$ cat src/rtl/fdiv_pkg.sv
// rtl/fdiv_pkg.sv - shared states, default widths, constants and operand classification for float_div
package fdiv_pkg;

  typedef enum logic [2:0] {IDLE, CHECK, DIV, NORM, ROUND, DONE} fdiv_state_t;

  localparam int DEF_EXP_W  = 8;
  localparam int DEF_FRAC_W = 23;
  localparam int DEF_BIAS   = (1 << (DEF_EXP_W - 1)) - 1;

  // Default-format special encodings (sign bit 0).
  localparam logic [DEF_EXP_W+DEF_FRAC_W:0] QNAN =
    {1'b0, {DEF_EXP_W{1'b1}}, 1'b1, {(DEF_FRAC_W-1){1'b0}}};
  localparam logic [DEF_EXP_W+DEF_FRAC_W:0] INF =
    {1'b0, {DEF_EXP_W{1'b1}}, {DEF_FRAC_W{1'b0}}};

  // Bit positions inside out_flags.
  localparam int FLAG_INVALID = 3;
  localparam int FLAG_DIVZ    = 2;
  localparam int FLAG_OVF     = 1;
  localparam int FLAG_UDF     = 0;

  typedef struct packed {
    logic is_zero;
    logic is_inf;
    logic is_nan;
  } fdiv_class_t;

  // Width-independent classification; a zero exponent field counts as zero,
  // so denormals are flushed.
  function automatic fdiv_class_t classify(input logic exp_zero, input logic exp_ones,
                                           input logic frac_zero);
    fdiv_class_t c;
    c.is_zero = exp_zero;
    c.is_inf  = exp_ones && frac_zero;
    c.is_nan  = exp_ones && !frac_zero;
    return c;
  endfunction

endpackage

$ cat src/rtl/fdiv_mant_core.sv
// rtl/fdiv_mant_core.sv - iterative restoring mantissa divider, one quotient bit per clock
module fdiv_mant_core #(
  parameter int FRAC_W = 23
) (
  input  logic              clk_i,
  input  logic              resetn_i,
  input  logic              start_i,
  input  logic [FRAC_W:0]   mant_a_i,
  input  logic [FRAC_W:0]   mant_b_i,
  output logic              done_o,
  output logic [FRAC_W+3:0] quo_o,
  output logic              sticky_o
);

  localparam int NQ = FRAC_W + 4;
  localparam int RW = FRAC_W + 2;
  localparam int CW = $clog2(NQ);

  logic          busy_q, busy_d;
  logic [CW-1:0] cnt_q, cnt_d;
  logic [RW-1:0] rem_q, rem_d, div_q, div_d, diff;
  logic [NQ-1:0] quo_q, quo_d;
  logic          sticky_q, sticky_d;
  logic          ge, last;

  // One restoring step per cycle; the final partial remainder feeds sticky.
  always_comb begin
    ge       = (rem_q >= div_q);
    diff     = ge ? (rem_q - div_q) : rem_q;
    last     = busy_q && (cnt_q == CW'(NQ - 1));
    busy_d   = busy_q;
    cnt_d    = cnt_q;
    rem_d    = rem_q;
    div_d    = div_q;
    quo_d    = quo_q;
    sticky_d = sticky_q;
    if (start_i) begin
      busy_d   = 1'b1;
      cnt_d    = '0;
      rem_d    = {1'b0, mant_a_i};
      div_d    = {1'b0, mant_b_i};
      quo_d    = '0;
      sticky_d = 1'b0;
    end else if (busy_q) begin
      quo_d = {quo_q[NQ-2:0], ge};
      rem_d = diff << 1;
      cnt_d = cnt_q + CW'(1);
      if (last) begin
        busy_d   = 1'b0;
        sticky_d = |diff;
      end
    end
  end

  // Divider state register, cleared by reset even mid-division.
  always_ff @(posedge clk_i) begin
    if (!resetn_i) begin
      busy_q   <= 1'b0;
      cnt_q    <= '0;
      rem_q    <= '0;
      div_q    <= '0;
      quo_q    <= '0;
      sticky_q <= 1'b0;
    end else begin
      busy_q   <= busy_d;
      cnt_q    <= cnt_d;
      rem_q    <= rem_d;
      div_q    <= div_d;
      quo_q    <= quo_d;
      sticky_q <= sticky_d;
    end
  end

  assign done_o   = last;
  assign quo_o    = quo_q;
  assign sticky_o = sticky_q;

endmodule

$ cat src/rtl/float_div.sv
// rtl/float_div.sv - sequential single-precision divider; FDIV_RNE_EN selects round-to-nearest-even, else truncate
module float_div
  import fdiv_pkg::*;
#(
  parameter int EXP_W  = DEF_EXP_W,
  parameter int FRAC_W = DEF_FRAC_W
) (
  input  logic                    clk,
  input  logic                    res,
  input  logic                    in_valid,
  output logic                    in_ready,
  input  logic [EXP_W+FRAC_W:0]   flt_A,
  input  logic [EXP_W+FRAC_W:0]   flt_B,
  output logic                    out_valid,
  input  logic                    out_ready,
  output logic [EXP_W+FRAC_W:0]   out_result,
  output logic [3:0]              out_flags
);

  localparam int W  = 1 + EXP_W + FRAC_W;
  localparam int M  = FRAC_W + 1;
  localparam int NQ = FRAC_W + 4;
  localparam int XW = EXP_W + 2;

  localparam logic signed [XW-1:0] BIAS_X  = XW'((1 << (EXP_W - 1)) - 1);
  localparam logic signed [XW-1:0] EMAX_X  = XW'((1 << EXP_W) - 1);
  localparam logic signed [XW-1:0] ZERO_X  = '0;
  localparam logic signed [XW-1:0] ONE_X   = XW'(1);
  localparam logic [W-1:0]   QNAN_V  = {1'b0, {EXP_W{1'b1}}, 1'b1, {(FRAC_W-1){1'b0}}};
  localparam logic [W-2:0]   INF_MAG = {{EXP_W{1'b1}}, {FRAC_W{1'b0}}};

  fdiv_state_t state_q, state_d;
  logic [W-1:0]          a_q, a_d, b_q, b_d, result_q, result_d;
  logic [3:0]            flags_q, flags_d;
  logic                  sign_q, sign_d;
  logic signed [XW-1:0]  exp_q, exp_d, exp_r;
  logic [M-1:0]          mant_q, mant_d;
  logic                  g_q, g_d, r_q, r_d, s_q, s_d;
  logic                  core_start, core_done, core_sticky, inc;
  logic [NQ-1:0]         core_quo;
  logic [M:0]            rounded;
  logic [FRAC_W-1:0]     frac_r;
  logic [EXP_W-1:0]      ea, eb;
  logic [FRAC_W-1:0]     fa, fb;
  logic                  sa, sb;
  fdiv_class_t           ca, cb;

  assign sa = a_q[W-1];
  assign sb = b_q[W-1];
  assign ea = a_q[W-2:FRAC_W];
  assign eb = b_q[W-2:FRAC_W];
  assign fa = a_q[FRAC_W-1:0];
  assign fb = b_q[FRAC_W-1:0];

  fdiv_mant_core #(.FRAC_W(FRAC_W)) u_core (
    .clk_i    (clk),
    .resetn_i (res),
    .start_i  (core_start),
    .mant_a_i ({1'b1, fa}),
    .mant_b_i ({1'b1, fb}),
    .done_o   (core_done),
    .quo_o    (core_quo),
    .sticky_o (core_sticky)
  );

  // Next-state and datapath: classify, divide, normalise, round, hold result.
  always_comb begin
    state_d    = state_q;
    a_d        = a_q;
    b_d        = b_q;
    result_d   = result_q;
    flags_d    = flags_q;
    sign_d     = sign_q;
    exp_d      = exp_q;
    mant_d     = mant_q;
    g_d        = g_q;
    r_d        = r_q;
    s_d        = s_q;
    core_start = 1'b0;
    ca         = classify(ea == '0, &ea, fa == '0);
    cb         = classify(eb == '0, &eb, fb == '0);
`ifdef FDIV_RNE_EN
    inc        = g_q && (r_q || s_q || mant_q[0]);
`else
    // Guard/round/sticky are dropped: round toward zero.
    inc        = 1'b0 & (g_q | r_q | s_q);
`endif
    rounded    = {1'b0, mant_q} + {{M{1'b0}}, inc};
    frac_r     = rounded[M] ? rounded[FRAC_W:1] : rounded[FRAC_W-1:0];
    exp_r      = exp_q + {{(XW-1){1'b0}}, rounded[M]};
    case (state_q)
      IDLE: begin
        if (in_valid) begin
          a_d     = flt_A;
          b_d     = flt_B;
          state_d = CHECK;
        end
      end
      CHECK: begin
        sign_d  = sa ^ sb;
        exp_d   = $signed({2'b00, ea}) - $signed({2'b00, eb}) + BIAS_X;
        flags_d = '0;
        state_d = DONE;
        if (ca.is_nan || cb.is_nan || (ca.is_zero && cb.is_zero) || (ca.is_inf && cb.is_inf)) begin
          result_d               = QNAN_V;
          flags_d[FLAG_INVALID]  = 1'b1;
        end else if (cb.is_zero) begin
          result_d               = {sa ^ sb, INF_MAG};
          flags_d[FLAG_DIVZ]     = 1'b1;
        end else if (ca.is_inf) begin
          result_d               = {sa ^ sb, INF_MAG};
        end else if (ca.is_zero || cb.is_inf) begin
          result_d               = {sa ^ sb, {(W-1){1'b0}}};
        end else begin
          core_start             = 1'b1;
          state_d                = DIV;
        end
      end
      DIV: begin
        if (core_done) state_d = NORM;
      end
      NORM: begin
        if (core_quo[NQ-1]) begin
          mant_d = core_quo[NQ-1:3];
          g_d    = core_quo[2];
          r_d    = core_quo[1];
          s_d    = core_quo[0] | core_sticky;
        end else begin
          mant_d = core_quo[NQ-2:2];
          g_d    = core_quo[1];
          r_d    = core_quo[0];
          s_d    = core_sticky;
          exp_d  = exp_q - ONE_X;
        end
        state_d = ROUND;
      end
      ROUND: begin
        if (exp_r >= EMAX_X) begin
          result_d           = {sign_q, INF_MAG};
          flags_d[FLAG_OVF]  = 1'b1;
        end else if (exp_r <= ZERO_X) begin
          result_d           = {sign_q, {(W-1){1'b0}}};
          flags_d[FLAG_UDF]  = 1'b1;
        end else begin
          result_d           = {sign_q, exp_r[EXP_W-1:0], frac_r};
        end
        state_d = DONE;
      end
      DONE: begin
        if (out_ready) state_d = IDLE;
      end
      default: state_d = IDLE;
    endcase
  end

  // State and datapath registers with synchronous active-low reset.
  always_ff @(posedge clk) begin
    if (!res) begin
      state_q  <= IDLE;
      a_q      <= '0;
      b_q      <= '0;
      result_q <= '0;
      flags_q  <= '0;
      sign_q   <= 1'b0;
      exp_q    <= '0;
      mant_q   <= '0;
      g_q      <= 1'b0;
      r_q      <= 1'b0;
      s_q      <= 1'b0;
    end else begin
      state_q  <= state_d;
      a_q      <= a_d;
      b_q      <= b_d;
      result_q <= result_d;
      flags_q  <= flags_d;
      sign_q   <= sign_d;
      exp_q    <= exp_d;
      mant_q   <= mant_d;
      g_q      <= g_d;
      r_q      <= r_d;
      s_q      <= s_d;
    end
  end

  assign in_ready   = (state_q == IDLE);
  assign out_valid  = (state_q == DONE);
  assign out_result = result_q;
  assign out_flags  = flags_q;

endmodule

$ cat config.mk
export PLATFORM = sky130hd
export DESIGN_NAME = float_div
export DESIGN_NICKNAME = d
export VERILOG_FILES = /design/src/rtl/fdiv_pkg.sv /design/src/rtl/fdiv_mant_core.sv /design/src/rtl/float_div.sv
export SDC_FILE = /design/constraint.sdc
export NUM_CORES = 1
export LEC_CHECK = 0
export ABC_CLOCK_PERIOD_IN_PS = 5400
export BUFFER_PORTS_ARGS = -buffer_cell sky130_fd_sc_hd__buf_2
export CORE_ASPECT_RATIO = 1.5
export CORE_MARGIN = 1
export CORE_UTILIZATION = 30
export DETAILED_ROUTE_END_ITERATION = 7
export PLACE_DENSITY_LB_ADDON = 0.15
export SYNTH_ARGS = -nofsm -noshare
export SYNTH_HDL_FRONTEND = slang
export SYNTH_HIERARCHICAL = 1
export SYNTH_SLANG_ARGS = --single-unit
$ cat constraint.sdc
create_clock -name clk -period 5.4 [get_ports clk]
set_input_delay 1.35 -clock clk [delete_from_list [all_inputs] [get_ports clk]]
set_output_delay 1.35 -clock clk [all_outputs]
set_load 0.01 [all_outputs]
==> results.md, run 1 <==
* Diode count at 0
* Crit. End Element: flip-flop
* Footprint of the multi-input gates at 6560 sq um
* Slowest stage delay, CP at 0.45 ns
* Post-CTS resize count at 0
* Fin crit period at 3.39 ns
* I/O pin count at 106
* Drt total wl at 32,500 um
* Post-Layout Cell Count at 1,906
* DR vias/cell at 5.02
* Die area at 39,100 sq um
* FF/Latch Area at 4390 sq um
* Startpoint types: flip-flop
* Min-delay src: a_q[22]
* Total core area at 37,700 sq um
* First DRT Iteration DRCs at 472
* Grt total ovfl at 0
* Vias in the first global route at 9,676
* FP Rows at 87
* Setup Skew at 0.0149 ns
* Mean Syn Cell Area at 8.53 sq um
* Hold-fix buffer count after cts at 0
* Worst skew pair latency at 0.54 ns
* ANT nets after route at 0
* Syn Inst Count at 1,348
* Max-cap violations at 0
* Port Buf Inserts at 105
* Nets at 1,507
* Critical path's slowest cell: buf_4
* RePlAce Congestion at 0.877
* Final period util at 62.8%
* Post-DP HPWL at 23,200 um
* CP bufs+invs at 1
* Drt wl/cell at 17.0 um
* Critical R2R Launch: u_core/rem_q[3]
* Die span in x at 162 um
* Post-CTS setup buffer count at 0
* CTS Buf Count at 24
* P_leak at 5.25 nW
* Fin. max-slew vios at 0
* Vias post-DR at 9,575
* Final Hold Viols at 0
* FILL cells at 4,056
* Worst-path clk slew at 0.07 ns
* Cell Pwr Density at 620 nW/um^2
* CTS tree: yes
* Critical Path Fanout Max at 23
* Maximum vdd ir drop at 0.583 mV
* Relative slew slack at 24.9%
* RSZ-0062 raised after global routing: false
* Initial Util at 30.5%
* DR pass1 iterations at 5
* CTS sink count at 219
* Placed cells at 1,862
* Pin count of the biggest net entering global routing at 114
* Hold/Removal Path Class: reg2reg
* Crit path kind: reg2reg
* # DRC at 0
* Crit path DAT at 3.83 ns
* Htree depth at 1
* Total Routing Usage GR at 16.8%
* Post-Syn Area at 11,500 sq um
* Delay-heaviest family, CP: compound AO/OA/AOI/OAI gates
* CP required at 5.84 ns
* Root Buffer: clkbuf_16
* Die Height at 242 um
* Worst-Margin Slew at 1.12 ns
* First-pass GRT wire length at 52,900 um
* Post-route setup TNS at 0 ns
* Fmax at 295 MHz
* Outcome: finished clean
* Worst path cell trace: ha_1 -> a21o_1 -> a21oi_2 -> a211oi_4 -> nor3_1 -> nor2_1 -> o22ai_2 -> buf_4 -> mux2i_1 -> a211oi_1 -> a31o_2
* Synth-to-Final Area Change at 14.7%
* Initial antenna violation count at 6
* Final setup vio count at 0
* Clock Path Buffers at 3
* Synth Warn # at 6
* Layout cells sized above 1 at 13.2%
* Worst Setup SP: u_core/rem_q[3]
[report_power, final]
group	switching (mW)	internal (mW)	total, mW
registers	0.314	1.87	2.18
logic	2.48	1.72	4.19
clock network	0.725	1.08	1.81
[flip-flops by register name (all words and copies together) (netlist names)]
signal         count
out_result        32
state_q            3
u_core/busy_q      1
out_flags          4
u_core/rem_q      25
u_core/quo_o      27
exp_q             10
mant_q            23
b_q               32
u_core/div_q      24
sign_q             1
u_core/cnt_q       5
a_q               32
[routing by layer]
metal	part of all wire, %	track usage [%]	vias to the layer above
met5	0.21	0	-
met4	3.7	6.74	12
met3	3.6	2.62	61
met2	51	30.4	155
met1	41	19.5	4509
li1	-	-	4838
[worst min-delay path: stages, from the launching register on]
cell and delay (ns):
dfxtp_1 0.32, nand2_1 0.06, a21boi_1 0.05
[placed cells by master (no fill, tap or decap), types with 26 or more instances in the layout]
cell      instances
nor2_1          108
nor2b_1          55
a21oi_1          42
o21ai_0          32
nand2_1         211
a21boi_0         76
dfxtp_1         218
o211a_1          26
mux2i_1          96
buf_2           104
inv_1            47
ha_1             38
[final cells by class]
class | count | share of cell area (%)
Tap cell | 489 | 4.64
Timing Repair Buffer | 114 | 4.51
Sequential cell | 219 | 33.3
Multi-Input combinational cell | 993 | 49.7
Clock inverter | 15 | 1.78
Clock buffer | 29 | 4.77
Inverter | 47 | 1.34
[final timing paths]
path                       to  slack [ns]  cells past startpoint
max           u_core/rem_q[5]        2.01                     11
min          u_core/rem_q[22]        0.47                      2
max reg2reg   u_core/rem_q[5]        2.01                     11
min reg2reg  u_core/rem_q[22]        0.47                      2
[metrics by stage]
stage | area [sq um] | power [mW] | util (%) | setup WS, ns | hold WS (ns)
2_1_floorplan | 11500 | 5.40 | - | 2.68 | 0.453
3_3_place_gp | 12300 | 6.41 | 32.7 | 1.77 | 0.470
3_5_place_dp | 12300 | 6.40 | 32.7 | 1.80 | 0.477
4_1_cts | 13200 | 8.26 | 35.0 | 1.97 | 0.465
5_1_grt | 13200 | 8.78 | 35.0 | 1.72 | 0.498
6_report | 13200 | 8.18 | 35.0 | 2.01 | 0.470
No activity file was read; power rests on OpenSTA's default activity.
==> run 2, diff against run 1 <==
--- a/config.mk
+++ b/config.mk
@@ -5,7 +5,7 @@
 export SDC_FILE = /design/constraint.sdc
 export NUM_CORES = 1
 export LEC_CHECK = 0
-export ABC_CLOCK_PERIOD_IN_PS = 5400
+export ABC_CLOCK_PERIOD_IN_PS = 3300
 export BUFFER_PORTS_ARGS = -buffer_cell sky130_fd_sc_hd__buf_2
 export CORE_ASPECT_RATIO = 1.5
 export CORE_MARGIN = 1
==> constraint.sdc (replaced) <==
create_clock -name clk -period 3.3 [get_ports clk]
set_input_delay 0.825 -clock clk [delete_from_list [all_inputs] [get_ports clk]]
set_output_delay 0.825 -clock clk [all_outputs]
set_load 0.01 [all_outputs]
==> results.md, run 2 (same netlist as run 1, synthesis figures left out) <==
* Outcome: finished clean
* Htree depth at 1 (unchanged)
* DR vias/cell at 5.02 (-0.12%)
* Total Power Consumption at 13.2 mW (+61%)
* RePlAce Congestion at 0.893 (+1.8%)
* Vias in the first global route at 9,463 (-2.2%)
* Post-CTS setup buffer count at 0 (unchanged)
* Fin. max-slew vios at 0 (unchanged)
* FILL cells at 4,044 (-0.30%)
* Nets at 1,519 (+0.80%)
* Post-Layout Cell Count at 1,916 (+0.52%)
* Relative slew slack at 40.3% (+15 points)
* Final setup vio count at 0 (unchanged)
* Post-DP HPWL at 23,200 um (+0.18%)
* Hold-fix buffer count after cts at 0 (unchanged)
* Commonest non-fill, non-tap cell in the layout: dfxtp_1
* Core Util, Final at 35.2% (+0.13 points)
* Critical path's slowest cell: fa_1
* CTS Buf Count at 25 (+4.2%)
* Maximum vdd ir drop at 0.682 mV (+17%)
* Die Height at 242 um (unchanged)
* Max-cap violations at 0 (unchanged)
* Critical Path Fanout Max at 3 (-87%)
* CP required at 3.77 ns (-2.07 ns)
* Port Buf Inserts at 105 (unchanged)
* Post-route setup TNS at 0 ns (unchanged)
* Grt total ovfl at 0 (unchanged)
* FF-to-FF setup slack at 0.38 ns (-1.63 ns)
* Slowest stage delay, CP at 0.41 ns (-0.04 ns)
* Setup Skew at 0.0140 ns (-0.000957 ns)
* Worst setup margin at 0.379 ns (-1.63 ns)
* P_leak at 5.30 nW (+0.98%)
* Crit. End Element: flip-flop
* DR pass1 iterations at 6 (+1)
* Hold/Removal Path Class: reg2reg
* Total Routing Usage GR at 16.6% (-0.24 points)
* Final Hold Viols at 0 (unchanged)
* Root Buffer: clkbuf_16
* Diode count at 0 (unchanged)
* ANT nets after route at 0 (unchanged)
* DP Area at 12,400 sq um (+0.97%)
* Initial Util at 30.5% (unchanged)
* # DRC at 0 (unchanged)
* CP bufs+invs at 2 (+1)
* Final period util at 88.5% (+26 points)
* Pin count of the biggest net entering global routing at 65 (-43%)
* First-pass GRT wire length at 51,900 um (-1.9%)
* Worst-Margin Slew at 0.894 ns (-0.229 ns)
* Commonest non-fill, non-tap cells in the layout: dfxtp_1 (218), nand2_1 (211), nor2_1 (108)
* Vias post-DR at 9,614 (+0.41%)
* CTS sink count at 219 (unchanged)
* Drt total wl at 32,500 um (+0.11%)
* FP Rows at 87 (unchanged)
* Layout cells sized above 1 at 13.9% (+0.68 points)
* FF/Latch Area at 4390 sq um (unchanged)
* Crit path kind: reg2reg
* Startpoint types: flip-flop
* Drt wl/cell at 17.0 um (-0.41%)
* Fin crit period at 2.92 ns (-0.469 ns)
* Worst path cell trace: inv_1 -> ha_1 -> fa_1 -> nand2b_1 -> a211oi_1 -> buf_4 -> o211ai_2 -> a211oi_1 -> mux2i_1 -> o311ai_0 -> mux2i_1 -> a211o_1 -> a21boi_1
* Die span in x at 162 um (unchanged)
* Total core area at 37,700 sq um (unchanged)
* Pre-CTS WS at 0.383 ns (-1.42 ns)
* Post-CTS resize count at 0 (unchanged)
* Footprint of the multi-input gates at 6560 sq um (unchanged)
* Hold Worst Slack at 0.473 ns (+0.00295 ns)
* RSZ-0062 raised after global routing: false
* First DRT Iteration DRCs at 479 (+1.5%)
* Initial antenna violation count at 6 (unchanged)
* Fmax at 342 MHz (+16%)
* Die area at 39,100 sq um (unchanged)
* Post-route design area at 13,200 sq um (+0.36%)
* Worst skew pair latency at 0.54 ns (about the same)
* Synth-to-Final Area Change at 15.1%
* Clock Path Buffers at 3 (unchanged)
* Cell Pwr Density at 998 nW/um^2 (+61%)
* Crit path DAT at 3.39 ns (-0.44 ns)
* I/O pin count at 106 (unchanged)
* Placed cells at 1,873 (+0.59%)
* Worst-path clk slew at 0.06 ns (about the same)
* Delay-heaviest family, CP: compound AO/OA/AOI/OAI gates
* CTS tree: yes
## run 2: changes by cell type in the layout (fill, tap and decap cells not counted), sizes merged
| cell | before | now |
|---|---|---|
| buf | 114 | 125 |
| bufinv | 5 | 1 |
| clkbuf | 29 | 32 |
| clkinvlp | 5 | 2 |
| inv | 47 | 50 |
## run 2: report_power, final
group | internal, mW | total (mW) | leakage, nW | switching, mW
clock network | 1.56 | 2.74 | 0.388 | 1.18
registers | 3.06 | 3.53 | 1.78 | 0.466
logic | 2.91 | 6.95 | 3.13 | 4.04
total | 7.53 | 13.2 | 5.30 | 5.69
## run 2: worst paths after layout
| path | start | to | cells after the start |
|---|---|---|---|
| setup / recovery | u_core/rem_q[0] | u_core/rem_q[23] | 13 |
| setup reg to reg | u_core/rem_q[0] | u_core/rem_q[23] | 13 |
| hold / removal | a_q[15] | a_q[15] | 2 |
| hold reg to reg | a_q[15] | a_q[15] | 2 |
## run 2: final cells by class
| class | instances | share of cell area (%) |
|---|---|---|
| multi-input combinational | 993 | 49.5 |
| sequential | 219 | 33.1 |
| timing repair buffer | 125 | 5.41 |
| clock buffer | 32 | 5.23 |
| tap | 489 | 4.62 |
| inverter | 47 | 1.33 |
| clock inverter | 11 | 0.756 |
## run 2: routing by layer
layer	part of all wire, %	up-vias	GRT usage, %
li1	-	4861	-
met1	42	4546	19.2
met2	51	142	30.2
met3	3.7	53	2.73
met4	2.7	12	5.88
met5	0.21	-	0
## run 2: worst reg2reg max path: stages (launching register included)
cell and delay, ns:
dfxtp_1 0.33, inv_1 0.06, ha_1 0.23, fa_1 0.41, nand2b_1 0.18, a211oi_1 0.21
buf_4 0.16, o211ai_2 0.14, a211oi_1 0.34, mux2i_1 0.12, o311ai_0 0.11, mux2i_1 0.13
a211o_1 0.30, a21boi_1 0.12
